--- src/rtl/slave_rx_pkg.sv ---
// Shared definitions for the serial slave receive port: FSM encoding, parity width, width helper.
// Build option: SLAVE_RX_PARITY_EN appends one even-parity bit to every serial field.
package slave_rx_pkg;

  localparam logic [1:0] ST_IDLE = 2'd0;
  localparam logic [1:0] ST_HDR  = 2'd1;
  localparam logic [1:0] ST_GAP  = 2'd2;
  localparam logic [1:0] ST_DATA = 2'd3;

`ifdef SLAVE_RX_PARITY_EN
  localparam int PAR_BITS = 1;
`else
  localparam int PAR_BITS = 0;
`endif

  function automatic int max3(input int a, input int b, input int c);
    int m;
    m = (a > b) ? a : b;
    return (m > c) ? m : c;
  endfunction

endpackage

--- src/rtl/serial_deser.sv ---
// LSB-first shift-in register for one serial field, with bit counter and optional trailing parity bit.
// o_val/o_perr already include the bit sampled on the current edge, so the FSM can load on that edge.
module serial_deser
  import slave_rx_pkg::*;
#(
  parameter int WIDTH = 8
) (
  input  logic             clk,
  input  logic             reset_n,
  input  logic             i_start,
  input  logic             i_en,
  input  logic             i_bit,
  output logic [WIDTH-1:0] o_val,
  output logic             o_perr
);

  localparam int NB = WIDTH + PAR_BITS;
  localparam int CW = $clog2(NB + 1);

  logic [WIDTH-1:0] r_sh;
  logic             r_par;
  logic [CW-1:0]    r_cnt;

  logic             w_full;
  logic             w_shift;
  logic             w_pcap;
  logic [WIDTH-1:0] w_base;
  logic [WIDTH-1:0] w_sh_nxt;
  logic             w_par_nxt;

  assign w_full    = (r_cnt == CW'(NB));
  assign w_shift   = i_start | (i_en & (r_cnt < CW'(WIDTH)));
  assign w_pcap    = (PAR_BITS != 0) & i_en & ~i_start & (r_cnt == CW'(WIDTH));
  assign w_base    = i_start ? '0 : r_sh;
  // Shift in at the MSB so the first (LSB) bit ends at bit 0 after WIDTH shifts.
  assign w_sh_nxt  = w_shift ? {i_bit, w_base[WIDTH-1:1]} : r_sh;
  assign w_par_nxt = i_start ? 1'b0 : (w_pcap ? i_bit : r_par);

  assign o_val  = w_sh_nxt;
  assign o_perr = (PAR_BITS != 0) & (^{w_sh_nxt, w_par_nxt});

  always_ff @(posedge clk or negedge reset_n) begin
    if (!reset_n) begin
      r_sh  <= '0;
      r_par <= 1'b0;
      r_cnt <= '0;
    end else begin
      r_sh  <= w_sh_nxt;
      r_par <= w_par_nxt;
      if (i_start)
        r_cnt <= CW'(1);
      else if (i_en && !w_full)
        r_cnt <= r_cnt + 1'b1;
    end
  end

endmodule

--- src/rtl/slave_serial_rx.sv ---
// Serial slave receive port: header/data deserialisation, single and incrementing-burst beats.
// Build option: SLAVE_RX_PARITY_EN (parity bit per field, mismatch flagged on rx_err with rx_done).
module slave_serial_rx
  import slave_rx_pkg::*;
#(
  parameter int ADDR_W  = 12,
  parameter int DATA_W  = 8,
  parameter int BURST_W = 8
) (
  input  logic              clk,
  input  logic              reset_n,
  input  logic              master_valid,
  input  logic              read_en,
  input  logic              write_en,
  input  logic              rx_address,
  input  logic              rx_burst,
  input  logic              rx_data,
  output logic              slave_ready,
  output logic              rx_done,
  output logic              rx_last,
  output logic              rx_is_write,
  output logic              rx_err,
  output logic [ADDR_W-1:0] address,
  output logic [DATA_W-1:0] data
);

  localparam int LR = max3(ADDR_W, BURST_W, 0) + PAR_BITS;
  localparam int LW = max3(ADDR_W, BURST_W, DATA_W) + PAR_BITS;
  localparam int DN = DATA_W + PAR_BITS;
  localparam int CW = $clog2(LW + 1);
  localparam logic [CW-1:0] LR_M1 = CW'(LR - 1);
  localparam logic [CW-1:0] LW_M1 = CW'(LW - 1);
  localparam logic [CW-1:0] DN_M1 = CW'(DN - 1);

  logic [1:0]         r_state;
  logic [CW-1:0]      r_cnt;
  logic [BURST_W-1:0] r_blen;
  logic [BURST_W:0]   r_beat;
  logic               r_done, r_last, r_is_write, r_err;
  logic [ADDR_W-1:0]  r_addr;
  logic [DATA_W-1:0]  r_data;

  logic               w_hs, w_one_en, w_hdr_start, w_gap_wr, w_dat_start, w_beat_last;
  logic [CW-1:0]      w_hdr_m1;
  logic [ADDR_W-1:0]  w_addr_v;
  logic [BURST_W-1:0] w_burst_v;
  logic [DATA_W-1:0]  w_data_v;
  logic               w_addr_pe, w_burst_pe, w_data_pe;

  assign slave_ready = (r_state == ST_IDLE) | (r_state == ST_GAP);
  assign w_hs        = master_valid & slave_ready;
  assign w_one_en    = read_en ^ write_en;
  assign w_hdr_start = (r_state == ST_IDLE) & w_hs & w_one_en;
  assign w_gap_wr    = (r_state == ST_GAP) & w_hs & write_en & ~read_en;
  assign w_dat_start = w_hdr_start | w_gap_wr;
  assign w_hdr_m1    = r_is_write ? LW_M1 : LR_M1;
  // Beat count after this beat equals burst field + 1.
  assign w_beat_last = (r_beat == {1'b0, r_blen});

  serial_deser #(.WIDTH(ADDR_W)) u_addr (
    .clk(clk), .reset_n(reset_n), .i_start(w_hdr_start), .i_en(r_state == ST_HDR),
    .i_bit(rx_address), .o_val(w_addr_v), .o_perr(w_addr_pe));

  serial_deser #(.WIDTH(BURST_W)) u_burst (
    .clk(clk), .reset_n(reset_n), .i_start(w_hdr_start), .i_en(r_state == ST_HDR),
    .i_bit(rx_burst), .o_val(w_burst_v), .o_perr(w_burst_pe));

  serial_deser #(.WIDTH(DATA_W)) u_data (
    .clk(clk), .reset_n(reset_n), .i_start(w_dat_start),
    .i_en((r_state == ST_HDR) | (r_state == ST_DATA)),
    .i_bit(rx_data), .o_val(w_data_v), .o_perr(w_data_pe));

  always_ff @(posedge clk or negedge reset_n) begin
    if (!reset_n) begin
      r_state    <= ST_IDLE;
      r_cnt      <= '0;
      r_blen     <= '0;
      r_beat     <= '0;
      r_done     <= 1'b0;
      r_last     <= 1'b0;
      r_is_write <= 1'b0;
      r_err      <= 1'b0;
      r_addr     <= '0;
      r_data     <= '0;
    end else begin
      r_done <= 1'b0;
      r_err  <= 1'b0;
      case (r_state)
        ST_IDLE: begin
          if (w_hs && read_en && write_en) begin
            r_err <= 1'b1;
          end else if (w_hdr_start) begin
            r_is_write <= write_en;
            r_cnt      <= CW'(1);
            r_state    <= ST_HDR;
          end
        end
        ST_HDR: begin
          r_cnt <= r_cnt + 1'b1;
          if (r_cnt == w_hdr_m1) begin
            r_addr <= w_addr_v;
            if (r_is_write)
              r_data <= w_data_v;
            r_blen  <= w_burst_v;
            r_beat  <= (BURST_W+1)'(1);
            r_done  <= 1'b1;
            r_last  <= (w_burst_v == '0);
            r_err   <= w_addr_pe | w_burst_pe | (r_is_write & w_data_pe);
            r_state <= (w_burst_v == '0) ? ST_IDLE : ST_GAP;
          end
        end
        ST_GAP: begin
          // Dropping both enables abandons the rest of the burst silently.
          if (!read_en && !write_en) begin
            r_state <= ST_IDLE;
          end else if (w_hs && read_en && !write_en) begin
            r_addr <= r_addr + 1'b1;
            r_beat <= r_beat + 1'b1;
            r_done <= 1'b1;
            r_last <= w_beat_last;
            if (w_beat_last)
              r_state <= ST_IDLE;
          end else if (w_gap_wr) begin
            r_cnt   <= CW'(1);
            r_state <= ST_DATA;
          end
        end
        default: begin
          r_cnt <= r_cnt + 1'b1;
          if (r_cnt == DN_M1) begin
            r_data  <= w_data_v;
            r_addr  <= r_addr + 1'b1;
            r_beat  <= r_beat + 1'b1;
            r_done  <= 1'b1;
            r_last  <= w_beat_last;
            r_err   <= w_data_pe;
            r_state <= w_beat_last ? ST_IDLE : ST_GAP;
          end
        end
      endcase
    end
  end

  assign rx_done     = r_done;
  assign rx_last     = r_last;
  assign rx_is_write = r_is_write;
  assign rx_err      = r_err;
  assign address     = r_addr;
  assign data        = r_data;

endmodule

--- config.mk ---
export PLATFORM = sky130hd
export DESIGN_NAME = slave_serial_rx
export DESIGN_NICKNAME = d
export VERILOG_FILES = /design/src/rtl/slave_rx_pkg.sv /design/src/rtl/serial_deser.sv /design/src/rtl/slave_serial_rx.sv
export SDC_FILE = /design/constraint.sdc
export NUM_CORES = 1
export LEC_CHECK = 0
export CAP_MARGIN = 20
export CORE_UTILIZATION = 44
export CTS_CLUSTER_SIZE = 40
export DETAILED_ROUTE_END_ITERATION = 6
export SLEW_MARGIN = 0
export SYNTH_ARGS = -nofsm -noshare
export SYNTH_HDL_FRONTEND = slang
export SYNTH_SLANG_ARGS = --single-unit
--- constraint.sdc ---
create_clock -name clk -period 2.7 [get_ports clk]
set_input_delay 0.27 -clock clk [delete_from_list [all_inputs] [get_ports clk]]
set_output_delay 0.27 -clock clk [all_outputs]
set_load 0.02 [all_outputs]
==> qor.yml <==
clock_tree:
  cts-resized-gates: 0
  cts.path.max_buffers: 2
  htreeDepth: 3
  cts_buffers: 9
  ctsRootBufferMaster: "clkbuf_8"
  clock_latency_ns: 0.36
  clock_sinks: 87
  cts_tree: "done"
  clkTransAtPathRegs_ns: 0.09
synthesis:
  synth_area_leaders: "dfrtp_1 50%, a21oi_1 5.0%, mux2_2 4.7%"
  avgSynthCellArea_um2: 9.88
  netlist_instances: 440
  yosysWarnings: 0
  synth.most_common_cell: "dfrtp_1"
  synth_seq_cells: 87
  syn_area_um2: 4350
  synthFlopType: "dfrtp_1"
  ys_top_cells_by_count: "87 x dfrtp_1, 47 x nand2_1, 43 x a21oi_1"
  synth_seq_area_share: 0.501
  yosysTopAreaCell: "dfrtp_1"
  synth_nets: 458
  synth_edf_count: 0
  yosys.cell_types.count: 57
  synth.top_cell.area_share: 0.501
  async_flop_share: 1.00
sta:
  rsz0062_at_grt: "false"
  holdWs_ns: 0.514
  min_period_over_period: 0.818
  min_period_ns: 2.21
  final-setup-viol-count: 0
  fin_skew_ns: 0.0138
  report.final.slew_viol_count: 0
  worstMarginPinSlew_ns: 0.740
  maxSlewHeadroom: 0.507
  fin_tns_setup_ns: 0
  hold_viol: 0
  fmax_ghz: 0.453
job:
  maxCapViolations: 0
grt:
  grt.total_usage: 0.199
  grt_max_degree: 58
  grt-ovfl-total: 0
  grt_pass1_vias: 3145
  grt_first_pass_wirelength_mm: 15.7
  antenna_found_initial: 0
route:
  post_drt_wl_per_cell_um: 15.3
  vias: 3296
  vias_per_cell: 5.39
  drtPass1Iterations: 5
  wirelength_mm: 9.39
  drcViolationCount: 0
  drt_iter0_drc: 191
  final_antenna_net_count: 0
floorplanning:
  io-pin-count: 33
  initial_core_util: 0.462
  die_y_um: 101
  die-area_um2: 10300
  die_w_um: 101
  rows: 35
  core_um2: 9420
worst_setup_path:
  crit_chain: "and3b_1 -> o211ai_2 -> and2_4 -> inv_2 -> nor2_1 -> a2111oi_2"
  cp_slowest_stage_delay_ns: 0.66
  cp-end-kind: "register"
  cp.arrival_ns: 2.46
  crit_start: "r_state[1]"
  r2r_setup_slack_ns: 0.49
  cp.buffers_inverters: 1
  cp-start-kind: "register"
  crit_type: "register to register"
  critical_path_required_ns: 2.95
  r2r-end: "address[2]"
  r2r-start: "r_state[1]"
  ff2ff_path_depth: 6
  worst_path_max_delay_cell: "dfrtp_1"
  cp_max_fo: 23
  cp_top_family: "simple AND/OR/NAND/NOR gates"
cells_and_area:
  fill_cells: 869
  fin_nets: 496
  drive_above_1_share: 0.128
  diodes: 0
  area_growth_pct: 16.8
power:
  cellLeakagePower_uw: 0.00218
  peakVddDrop_mv: 0.483
  power_density_nw_per_um2: 1110
outcome:
  status: "complete, no violations"
placed_design:
  port_buffers: 32
  dpl.hpwl_mm: 6.63
  gp_congestion: 0.808
hold_path:
  min_path_type: "input port to asynchronous set/reset pin"
[cells by family after synthesis]
family,after synthesis,synth area share
AND/OR/NAND/NOR,150,0.168
multiplexers,25,0.0631
XOR/XNOR,26,0.0524
flip-flops,87,0.501
adder cells (fa/ha/maj),10,0.0288
buffers and inverters,39,0.0394
AO/OA/AOI/OAI,103,0.147
[what timing repair did]
item                                   in CTS  in global routing
setup buffers                               0                  0
hold buffers                                1                  0
endpoints found under the hold margin      23                  0
[sequential cells by signal, indices dropped and copies added (netlist names)]
name           count
rx_done            1
u_addr.r_sh       12
r_beat             9
rx_last            1
data               8
u_burst.r_cnt      4
u_data.r_cnt       4
address           12
r_blen             8
r_state            2
r_cnt              4
u_data.r_sh        8
u_burst.r_sh       8
u_addr.r_cnt       4
rx_is_write        1
rx_err             1
[cell type report]
class | count | area, um2 | area share
inverter | 15 | 56.3 | 0.0111
clock buffer | 10 | 128 | 0.0251
sequential | 87 | 2180 | 0.429
timing repair buffer | 51 | 473 | 0.0932
tap | 129 | 161 | 0.0318
multi-input combinational | 314 | 2010 | 0.396
clock inverter | 6 | 68.8 | 0.0136
[stage by stage]
step	setup WS (ns)	power, uW	instance area, um2	util	std cells
after floorplan	0.910	3920	4350	-	440
after global placement	0.183	4670	4860	0.517	594
after detailed placement	0.144	4720	4860	0.517	594
after CTS	0.293	5680	5070	0.539	611
after global routing	0.263	6050	5080	0.539	612
final	0.491	5630	5080	0.539	612
[metal layers]
| metal | track usage | up-vias | routed length, um |
|---|---|---|---|
| met2 | 0.298 | 67 | 4210 |
| met3 | 0.0407 | 9 | 377 |
| met4 | 0.0569 | 0 | 108 |
| met1 | 0.294 | 1594 | 4690 |
| met5 | 0 | - | 0 |
| li1 | - | 1626 | - |
[power breakdown]
part           switching (uW)  leakage, uW  internal, uW  total [uW]
Sequential                504      0.00109          1850        2360
Clock                     498    0.0000973           435         934
Combinational            1260     0.000986          1080        2340
Total                    2260      0.00218          3370        5630
[cell usage in the layout (no fill, tap or decap), drive strengths merged, types with 17 or more instances in the layout]
cell	count
nand3	26
nor2	33
dfrtp	87
clkdlybuf4s50	31
o21ai	23
xnor2	18
nand2	47
inv	17
buf	19
mux2	19
a21oi	43
[worst max-delay path by stage]
| stage | end | cells after the start |
|---|---|---|
| global placement | r_blen[7] | 8 |
| CTS | r_blen[7] | 4 |
| global route | address[2] | 6 |
| detailed placement | r_blen[7] | 8 |
| floorplan | r_blen[6] | 6 |
| finish | address[2] | 6 |
No activity file was read; power rests on OpenSTA's default activity.
